<file path="config.mk">
export PLATFORM = sky130hd
export DESIGN_NAME = uart_rx_os16
export DESIGN_NICKNAME = d
export VERILOG_FILES = /design/src/rtl/uart_rx_os16.sv
export SDC_FILE = /design/constraint.sdc
export NUM_CORES = 1
export LEC_CHECK = 0
export CAP_MARGIN = 20
export CORE_ASPECT_RATIO = 0.9
export CORE_UTILIZATION = 35
export DETAILED_ROUTE_END_ITERATION = 8
export GPL_TIMING_DRIVEN = 0
export PLACE_DENSITY = 0.62
export SYNTH_ARGS = -nofsm -noshare
export SYNTH_HDL_FRONTEND = slang
export SYNTH_SLANG_ARGS = --single-unit
</file>
<file path="constraint.sdc">
create_clock -name clk -period 4.6 [get_ports clk]
set_input_delay 0.92 -clock clk [delete_from_list [all_inputs] [get_ports clk]]
set_output_delay 0.92 -clock clk [all_outputs]
set_load 0.02 [all_outputs]
</file>
<file path="src/rtl/uart_rx_os16.sv">
// rtl/uart_rx_os16.sv - 16x-oversampled 8N1 UART receiver with framing-error and break handling
module uart_rx_os16 #(
   parameter int OVERSAMPLE = 16,
   parameter int DATA_BITS  = 8
) (
   input  logic                 clk,
   input  logic                 rst,
   input  logic                 baud_tick,
   input  logic                 rx,
   output logic [DATA_BITS-1:0] data_out,
   output logic                 rx_done_tick,
   output logic                 frame_err,
   output logic                 busy
);

   localparam int TW = $clog2(OVERSAMPLE);
   localparam int BW = (DATA_BITS > 1) ? $clog2(DATA_BITS) : 1;

   // Start bit is judged half a bit in; data and stop bits a full bit after the previous sample.
   localparam logic [TW-1:0] TICK_MID  = TW'(OVERSAMPLE / 2 - 1);
   localparam logic [TW-1:0] TICK_LAST = TW'(OVERSAMPLE - 1);
   localparam logic [BW-1:0] BIT_LAST  = BW'(DATA_BITS - 1);

   typedef enum logic [2:0] {
      IDLE,
      START,
      DATA,
      STOP,
      BREAK
   } state_t;

   state_t                 state;
   logic                   rx_meta;
   logic                   rx_s;
   logic [TW-1:0]          tick_cnt;
   logic [BW-1:0]          bit_cnt;
   logic [DATA_BITS-1:0]   shift;

   // Two-flop resynchroniser; resets to the idle-high line level so reset never looks like a start bit.
   always_ff @(posedge clk) begin
      if (rst) begin
         rx_meta <= 1'b1;
         rx_s    <= 1'b1;
      end else begin
         rx_meta <= rx;
         rx_s    <= rx_meta;
      end
   end

   // Receive FSM: start validation, mid-bit data sampling, stop check, and break wait-out.
   always_ff @(posedge clk) begin
      if (rst) begin
         state        <= IDLE;
         tick_cnt     <= '0;
         bit_cnt      <= '0;
         shift        <= '0;
         data_out     <= '0;
         rx_done_tick <= 1'b0;
         frame_err    <= 1'b0;
      end else begin
         rx_done_tick <= 1'b0;
         frame_err    <= 1'b0;
         case (state)
            IDLE: begin
               // Edge detection runs every clk so the start-bit phase error is at most one tick.
               if (!rx_s) begin
                  tick_cnt <= '0;
                  state    <= START;
               end
            end
            START: begin
               if (baud_tick) begin
                  if (tick_cnt == TICK_MID) begin
                     if (!rx_s) begin
                        tick_cnt <= '0;
                        bit_cnt  <= '0;
                        state    <= DATA;
                     end else begin
                        // Line went back high before mid start bit: treat as noise.
                        state <= IDLE;
                     end
                  end else begin
                     tick_cnt <= tick_cnt + 1'b1;
                  end
               end
            end
            DATA: begin
               if (baud_tick) begin
                  if (tick_cnt == TICK_LAST) begin
                     shift    <= {rx_s, shift[DATA_BITS-1:1]};
                     tick_cnt <= '0;
                     if (bit_cnt == BIT_LAST) begin
                        state <= STOP;
                     end else begin
                        bit_cnt <= bit_cnt + 1'b1;
                     end
                  end else begin
                     tick_cnt <= tick_cnt + 1'b1;
                  end
               end
            end
            STOP: begin
               if (baud_tick) begin
                  if (tick_cnt == TICK_LAST) begin
                     if (rx_s) begin
                        data_out     <= shift;
                        rx_done_tick <= 1'b1;
                        state        <= IDLE;
                     end else begin
                        // Bad stop bit: keep the previous good byte and wait for the line to recover.
                        frame_err <= 1'b1;
                        state     <= BREAK;
                     end
                  end else begin
                     tick_cnt <= tick_cnt + 1'b1;
                  end
               end
            end
            BREAK: begin
               // A held-low line must not be re-read as a stream of zero frames.
               if (rx_s) begin
                  state <= IDLE;
               end
            end
            default: state <= IDLE;
         endcase
      end
   end

   assign busy = (state != IDLE);

endmodule

</file>
==> impl_metrics.env, run 1 <==
export IMPL_status="completed"
export IMPL_clock_latency_ps=280
export IMPL_timing_fmax_ghz=0.357
export IMPL_syn_nets=169
export IMPL_cts_hold_buf=0
export IMPL_grt_pass1_vias=1111
export IMPL_coreArea_um2=3780
export IMPL_final_util=0.461
export IMPL_cts_htree_levels=2
export IMPL_pwr_share_seq=0.422
export IMPL_cts_resized=0
export IMPL_syn_area_um2=1410
export IMPL_finalCriticalPeriod_ps=2800
export IMPL_yosysUniqueCellTypes=38
export IMPL_cp_max_fo=10
export IMPL_dpl_hpwl_mm=2.05
export IMPL_critical_path_slowest_cell="clkdlybuf4s50_1"
export IMPL_p_leak_nw=0.632
export IMPL_dieWidth_um=68.8
export IMPL_ant_nets=0
export IMPL_place_gp_congestion=0.790
export IMPL_via_count=1210
export IMPL_root_buffer="clkbuf_8"
export IMPL_rsz0062_at_grt="false"
export IMPL_critPathRequiredTime_ps=3680
export IMPL_report_final_slew_viol_count=0
export IMPL_drt_vias_per_instance=5.26
export IMPL_path_class="reg2out"
export IMPL_wl_per_cell_um=12.9
export IMPL_clockPowerShare=0.536
export IMPL_crit_arrival_ps=1880
export IMPL_async_reset_ff_frac=0
export IMPL_hp_class="reg2reg"
export IMPL_detail_route_first_pass_iterations=4
export IMPL_maxCapViolCount=0
export IMPL_cellPowerDensity_nw_per_um2=356
export IMPL_ios=15
export IMPL_setup_tns_ps=0
export IMPL_ys_flop_type="dfxtp_1"
export IMPL_syn_avg_cell_area_um2=8.67
export IMPL_start_util=0.371
export IMPL_p_int_uw=503
export IMPL_cp_end_kind="output pin"
export IMPL_synthTopCellsByCount="dfxtp_1 (30), o21ai_0 (16), a21oi_1 (14)"
export IMPL_cts_clk_slew_worst_paths_ps=70
export IMPL_synth_seq_cells=30
export IMPL_dieArea_um2=4270
export IMPL_p_comb_frac=0.042
export IMPL_cts_buffers=5
export IMPL_ys_seq_area_frac=0.427
export IMPL_numPortBuffers=14
export IMPL_drc_errors=0
export IMPL_grt_pass1_wl_mm=5.02
export IMPL_cts_tree="done"
export IMPL_synthCells=162
export IMPL_synth_edf_count=0
export IMPL_grt_antenna_before_repair=0
export IMPL_finalWirelength_mm=2.97
export IMPL_grt_max_degree=11
export IMPL_setup_viol=0
export IMPL_hold_viol=0
export IMPL_skew_ps=5.26
export IMPL_synth_most_common_cell="dfxtp_1"
export IMPL_postPlaceCellArea_um2=1600
export IMPL_relSlewSlack=0.590
export IMPL_synthTopCellsByArea="dfxtp_1 (43%), mux2i_1 (5.7%), o21ai_0 (5.7%), a21oi_1 (5.0%), nor2_1 (3.2%)"
export IMPL_synth_top_area_frac=0.427
export IMPL_num_rows=21
export IMPL_ir_worst_vdd_v=0.0000867
export IMPL_cts_sinks=30
export IMPL_p_sw_frac=0.191
export IMPL_worst_pin_slew_ps=610
export IMPL_drtIter0Drc=75
export IMPL_final_area_um2=1750
export IMPL_synth_area_leader_cell="dfxtp_1"
export IMPL_finalPower_uw=622
export IMPL_cp_slowest_stage_delay_ps=590
export IMPL_n_antenna_cell=0
export IMPL_power_switching_uw=119
export IMPL_synth_warnings=0
export IMPL_grt_usage=0.159
export IMPL_cts_buffer_depth=2
export IMPL_grt_overflow_total=0
export IMPL_area_growth_pct=24.2
export IMPL_drive_gt1_frac=0.120
export IMPL_worst_setup_path_start_kind="flop"
export IMPL_finalCritPeriodShare=0.608
export IMPL_die_h_um=62.1
export IMPL_finalNetCount=190
export IMPL_post_cts_setup_buffers=0
export IMPL_path_cells="buf_2, clkbuf_1, or3_1, clkdlybuf4s50_1"
[worst paths after layout]
kind / start / endpoint / slack, ps / cells past startpoint
worst max-delay path: state[2]$_SDFFE_PP0P_ / busy / 1800 / 4
worst min-delay path: rx_meta$_SDFF_PP1_ / rx_s$_SDFF_PP1_ / 420 / 1
worst max register to register: tick_cnt[0]$_SDFFE_PP0P_ / data_out[4]$_SDFFE_PP0P_ / 2640 / 6
worst min register to register: rx_meta$_SDFF_PP1_ / rx_s$_SDFF_PP1_ / 420 / 1
[cells by family after synthesis]
family,share of synthesized area
adder cells (fa/ha/maj),0.0267
buffers and inverters,0.0588
AND/OR/NAND/NOR,0.249
AO/OA/AOI/OAI,0.173
multiplexers,0.0650
flip-flops,0.427
[power groups by stage]
stage               Sequential (mW)  Clock, mW  Combinational [mW]
floorplan                     0.268          0              0.0170
global placement              0.268          0              0.0250
detailed placement            0.268          0              0.0257
CTS                           0.262      0.338              0.0258
global route                  0.262      0.351              0.0282
finish                        0.262      0.334              0.0260
[layout make-up]
| cell class | count | area, um^2 |
|---|---|---|
| clock buffers | 6 | 82.6 |
| well taps | 46 | 57.6 |
| multi-input cells | 114 | 722 |
| plain buffers | 14 | 67.6 |
| fillers | 386 | 2040 |
| inverters | 4 | 15.0 |
| repair buffers | 14 | 140 |
| flip-flops and latches | 30 | 601 |
| clock inverters | 2 | 60.1 |
[critical path, delay by kind of cell (launching register included)]
kind                   cells  cell delay (ps)
buffers and inverters      3             1110
DFF                        1              310
and+or+nand+nor            1              170
[cells in the final DEF (no fill, tap or decap), drive strengths merged, types with 2 or more instances in the layout]
cell | netlist | routed
a21oi | 14 | 14
a22o | 2 | 2
and3b | 4 | 4
buf | 6 | 6
bufinv | 0 | 2
clkbuf | 8 | 14
clkdlybuf4s50 | 0 | 14
dfxtp | 30 | 30
ha | 3 | 3
inv | 4 | 4
mux2i | 8 | 8
nand2 | 11 | 11
nand3 | 4 | 4
nor2 | 13 | 13
nor2b | 5 | 5
nor3 | 4 | 4
nor4 | 2 | 2
nor4b | 5 | 5
o21ai | 18 | 18
or2 | 2 | 2
or3 | 2 | 2
or4 | 3 | 3
[metal layers]
metal / global-route usage / share of wire
met5: 0 / 0
met4: 0.0969 / 0.024
met3: 0.0349 / 0.036
met2: 0.225 / 0.44
met1: 0.214 / 0.50
[state kept, by name, indices dropped and copies added, names as in the netlist]
signal / flops
rx_meta: 1
state: 3
tick_cnt: 4
bit_cnt: 3
data_out: 8
rx_done_tick: 1
rx_s: 1
frame_err: 1
shift: 8
[per-stage QoR]
step | cells | setup WS [ps] | hold WS (ps)
2_1_floorplan | 162 | 2630 | 389
3_3_place_gp | 222 | 1870 | 400
3_5_place_dp | 222 | 1830 | 411
4_1_cts | 230 | 1800 | 429
5_1_grt | 230 | 1730 | 431
6_report | 230 | 1800 | 421
Power figures use the tool's default switching activity.
==> run 2, diff against run 1 <==
- PLACE_DENSITY: 0.62 -> 0.64
- clock period: 4.6 -> 2.31 ns (I/O delays scaled with it)
==> run 2 against run 1 <==
  * Worst hold slack worse by 8.4 ps
  * Sequential share of layout area is 1.1 points higher
  * Design area is 3.2% lower
  * Critical endpoint unchanged
  * Largest power group is now registers
  * Global-route usage is 0.25 points lower
  * Combinational power is 97% higher
  * Via count is 2.3% higher
  * Sequential power is 99% higher
  * Clock skew hardly changed
  * Total power is 63% higher
  * Clock power is 31% higher
  * Core utilization is 1.5 points lower
==> impl_metrics.env, run 2 (synthesized netlist as in run 1, its figures left out) <==
export IMPL_dpl_cell_count=222
export IMPL_report_final_slew_viol_count=0
export IMPL_min_path_cells=1
export IMPL_grt_pass1_vias=1195
export IMPL_timing_fmax_ghz=0.440
export IMPL_drt_vias_per_instance=5.41
export IMPL_cts_buffer_depth=2
export IMPL_fin_ws_ps=37.2
export IMPL_worstHoldStart="rx_meta$_SDFF_PP1_"
export IMPL_cellPowerDensity_nw_per_um2=598
export IMPL_grt_pass1_wl_mm=5.08
export IMPL_cts_hold_buf=0
export IMPL_dieArea_um2=4270
export IMPL_via_count=1238
export IMPL_cts_sinks=30
export IMPL_num_rows=21
export IMPL_finalCriticalPeriod_ps=2270
export IMPL_relSlewSlack=0.577
export IMPL_numPortBuffers=14
export IMPL_place_ws_ps=-36.3
export IMPL_n_antenna_cell=0
export IMPL_multiInputGateArea_um2=722
export IMPL_grt_overflow_total=0
export IMPL_cts_htree_levels=2
export IMPL_crit_arrival_ps=1810
export IMPL_area_growth_pct=20.3
export IMPL_clock_latency_ps=280
export IMPL_detail_route_first_pass_iterations=4
export IMPL_stdcell_count=229
export IMPL_cts_resized=0
export IMPL_worst_setup_path_start_kind="flop"
export IMPL_status="completed"
export IMPL_grt_antenna_before_repair=0
export IMPL_p_leak_nw=0.608
export IMPL_rrSetupSlack_ps=360
export IMPL_drc_errors=0
export IMPL_cp_max_fo=10
export IMPL_cts_tree="done"
export IMPL_skew_ps=5.45
export IMPL_hold_ws_ps=413
export IMPL_drtIter0Drc=69
export IMPL_grt_max_degree=11
export IMPL_path_class="reg2out"
export IMPL_hold_end="rx_s$_SDFF_PP1_"
export IMPL_maxCapViolCount=0
export IMPL_crit_start="state[1]$_SDFFE_PP0P_"
export IMPL_cp_end_kind="output pin"
export IMPL_critPathRequiredTime_ps=1850
export IMPL_ir_worst_vdd_v=0.000322
export IMPL_reg2reg_depth=6
export IMPL_most_common_layout_cells="dfxtp_1 (30), o21ai_0 (16), a21oi_1 (14), clkdlybuf4s50_1 (14), nor2_1 (12)"
export IMPL_setup_viol=0
export IMPL_worst_pin_slew_ps=628
export IMPL_wl_per_cell_um=13.3
export IMPL_largestRegisters="data_out x8, shift x8, tick_cnt x4"
export IMPL_dieWidth_um=68.8
export IMPL_finalWirelength_mm=3.04
export IMPL_place_gp_congestion=0.822
export IMPL_r2r_start="tick_cnt[0]$_SDFFE_PP0P_"
export IMPL_cts_clk_slew_worst_paths_ps=60
export IMPL_start_util=0.371
export IMPL_root_buffer="clkbuf_8"
export IMPL_cts_buffers=5
export IMPL_ios=15
export IMPL_die_h_um=62.1
export IMPL_seqCellArea_um2=601
export IMPL_reg2reg_to="data_out[5]$_SDFFE_PP0P_"
export IMPL_hp_class="reg2reg"
export IMPL_dpl_hpwl_mm=2.13
export IMPL_ant_nets=0
export IMPL_layout_commonest_cell="dfxtp_1"
export IMPL_rsz0062_at_grt="false"
export IMPL_drive_gt1_frac=0.115
export IMPL_finalCritPeriodShare=0.984
export IMPL_fillCellCount=389
export IMPL_coreArea_um2=3780
export IMPL_post_cts_setup_buffers=0
export IMPL_finalNetCount=189
export IMPL_grt_usage=0.156
export IMPL_hold_viol=0
==> run 2: worst max-delay path by stage <==
stage	to
2_1_floorplan	state[0]$_SDFFE_PP0P_
3_3_place_gp	data_out[3]$_SDFFE_PP0P_
3_5_place_dp	data_out[5]$_SDFFE_PP0P_
4_1_cts	busy
5_1_grt	busy
6_report	busy
==> run 2: final cells by class <==
class                   count  share of cell area
inverters                   4             0.00888
repair buffers             14              0.0829
plain buffers              13              0.0377
well taps                  46              0.0340
clock inverters             1             0.00296
multi-input cells         114               0.427
flip-flops and latches     30               0.355
clock buffers               7              0.0511
==> run 2: worst max-delay path: stages, from the launching register on <==
cell	delay (ps)
dfxtp_1	300
buf_4	150
buf_2	180
or3_1	350
clkdlybuf4s50_1	540
==> run 2: metal layers <==
layer / share of wire / vias up / wire length (um) / track usage
met2: 0.45 / 27 / 1380 / 0.248
met5: 0 / - / 0 / 0
met4: 0.014 / 0 / 41 / 0.0612
met3: 0.045 / 6 / 136 / 0.0460
li1: - / 619 / - / -
met1: 0.49 / 586 / 1480 / 0.195
==> run 2: per-stage QoR <==
stage | area (um^2) | util | total power [mW] | TNS (ps)
final | 1690 | 0.447 | 1.01 | 0
after global routing | 1690 | 0.447 | 1.04 | 0
after CTS | 1690 | 0.448 | 1.01 | 0
after detailed placement | 1600 | 0.424 | 0.585 | -191
after global placement | 1600 | 0.424 | 0.584 | 0
after floorplan | 1410 | - | 0.567 | 0
==> run 2: power by group <==
| group | total, mW | switching, mW | internal (mW) |
|---|---|---|---|
| logic | 0.0513 | 0.0300 | 0.0213 |
| registers | 0.522 | 0.00166 | 0.521 |
| clock network | 0.437 | 0.197 | 0.240 |
==> run 3, diff against run 2 <==
- ABC_CLOCK_PERIOD_IN_PS: not set -> 2310
==> results of run 3 <==
Same layout as run 2: the final DEF is identical, and so are final timing and power.
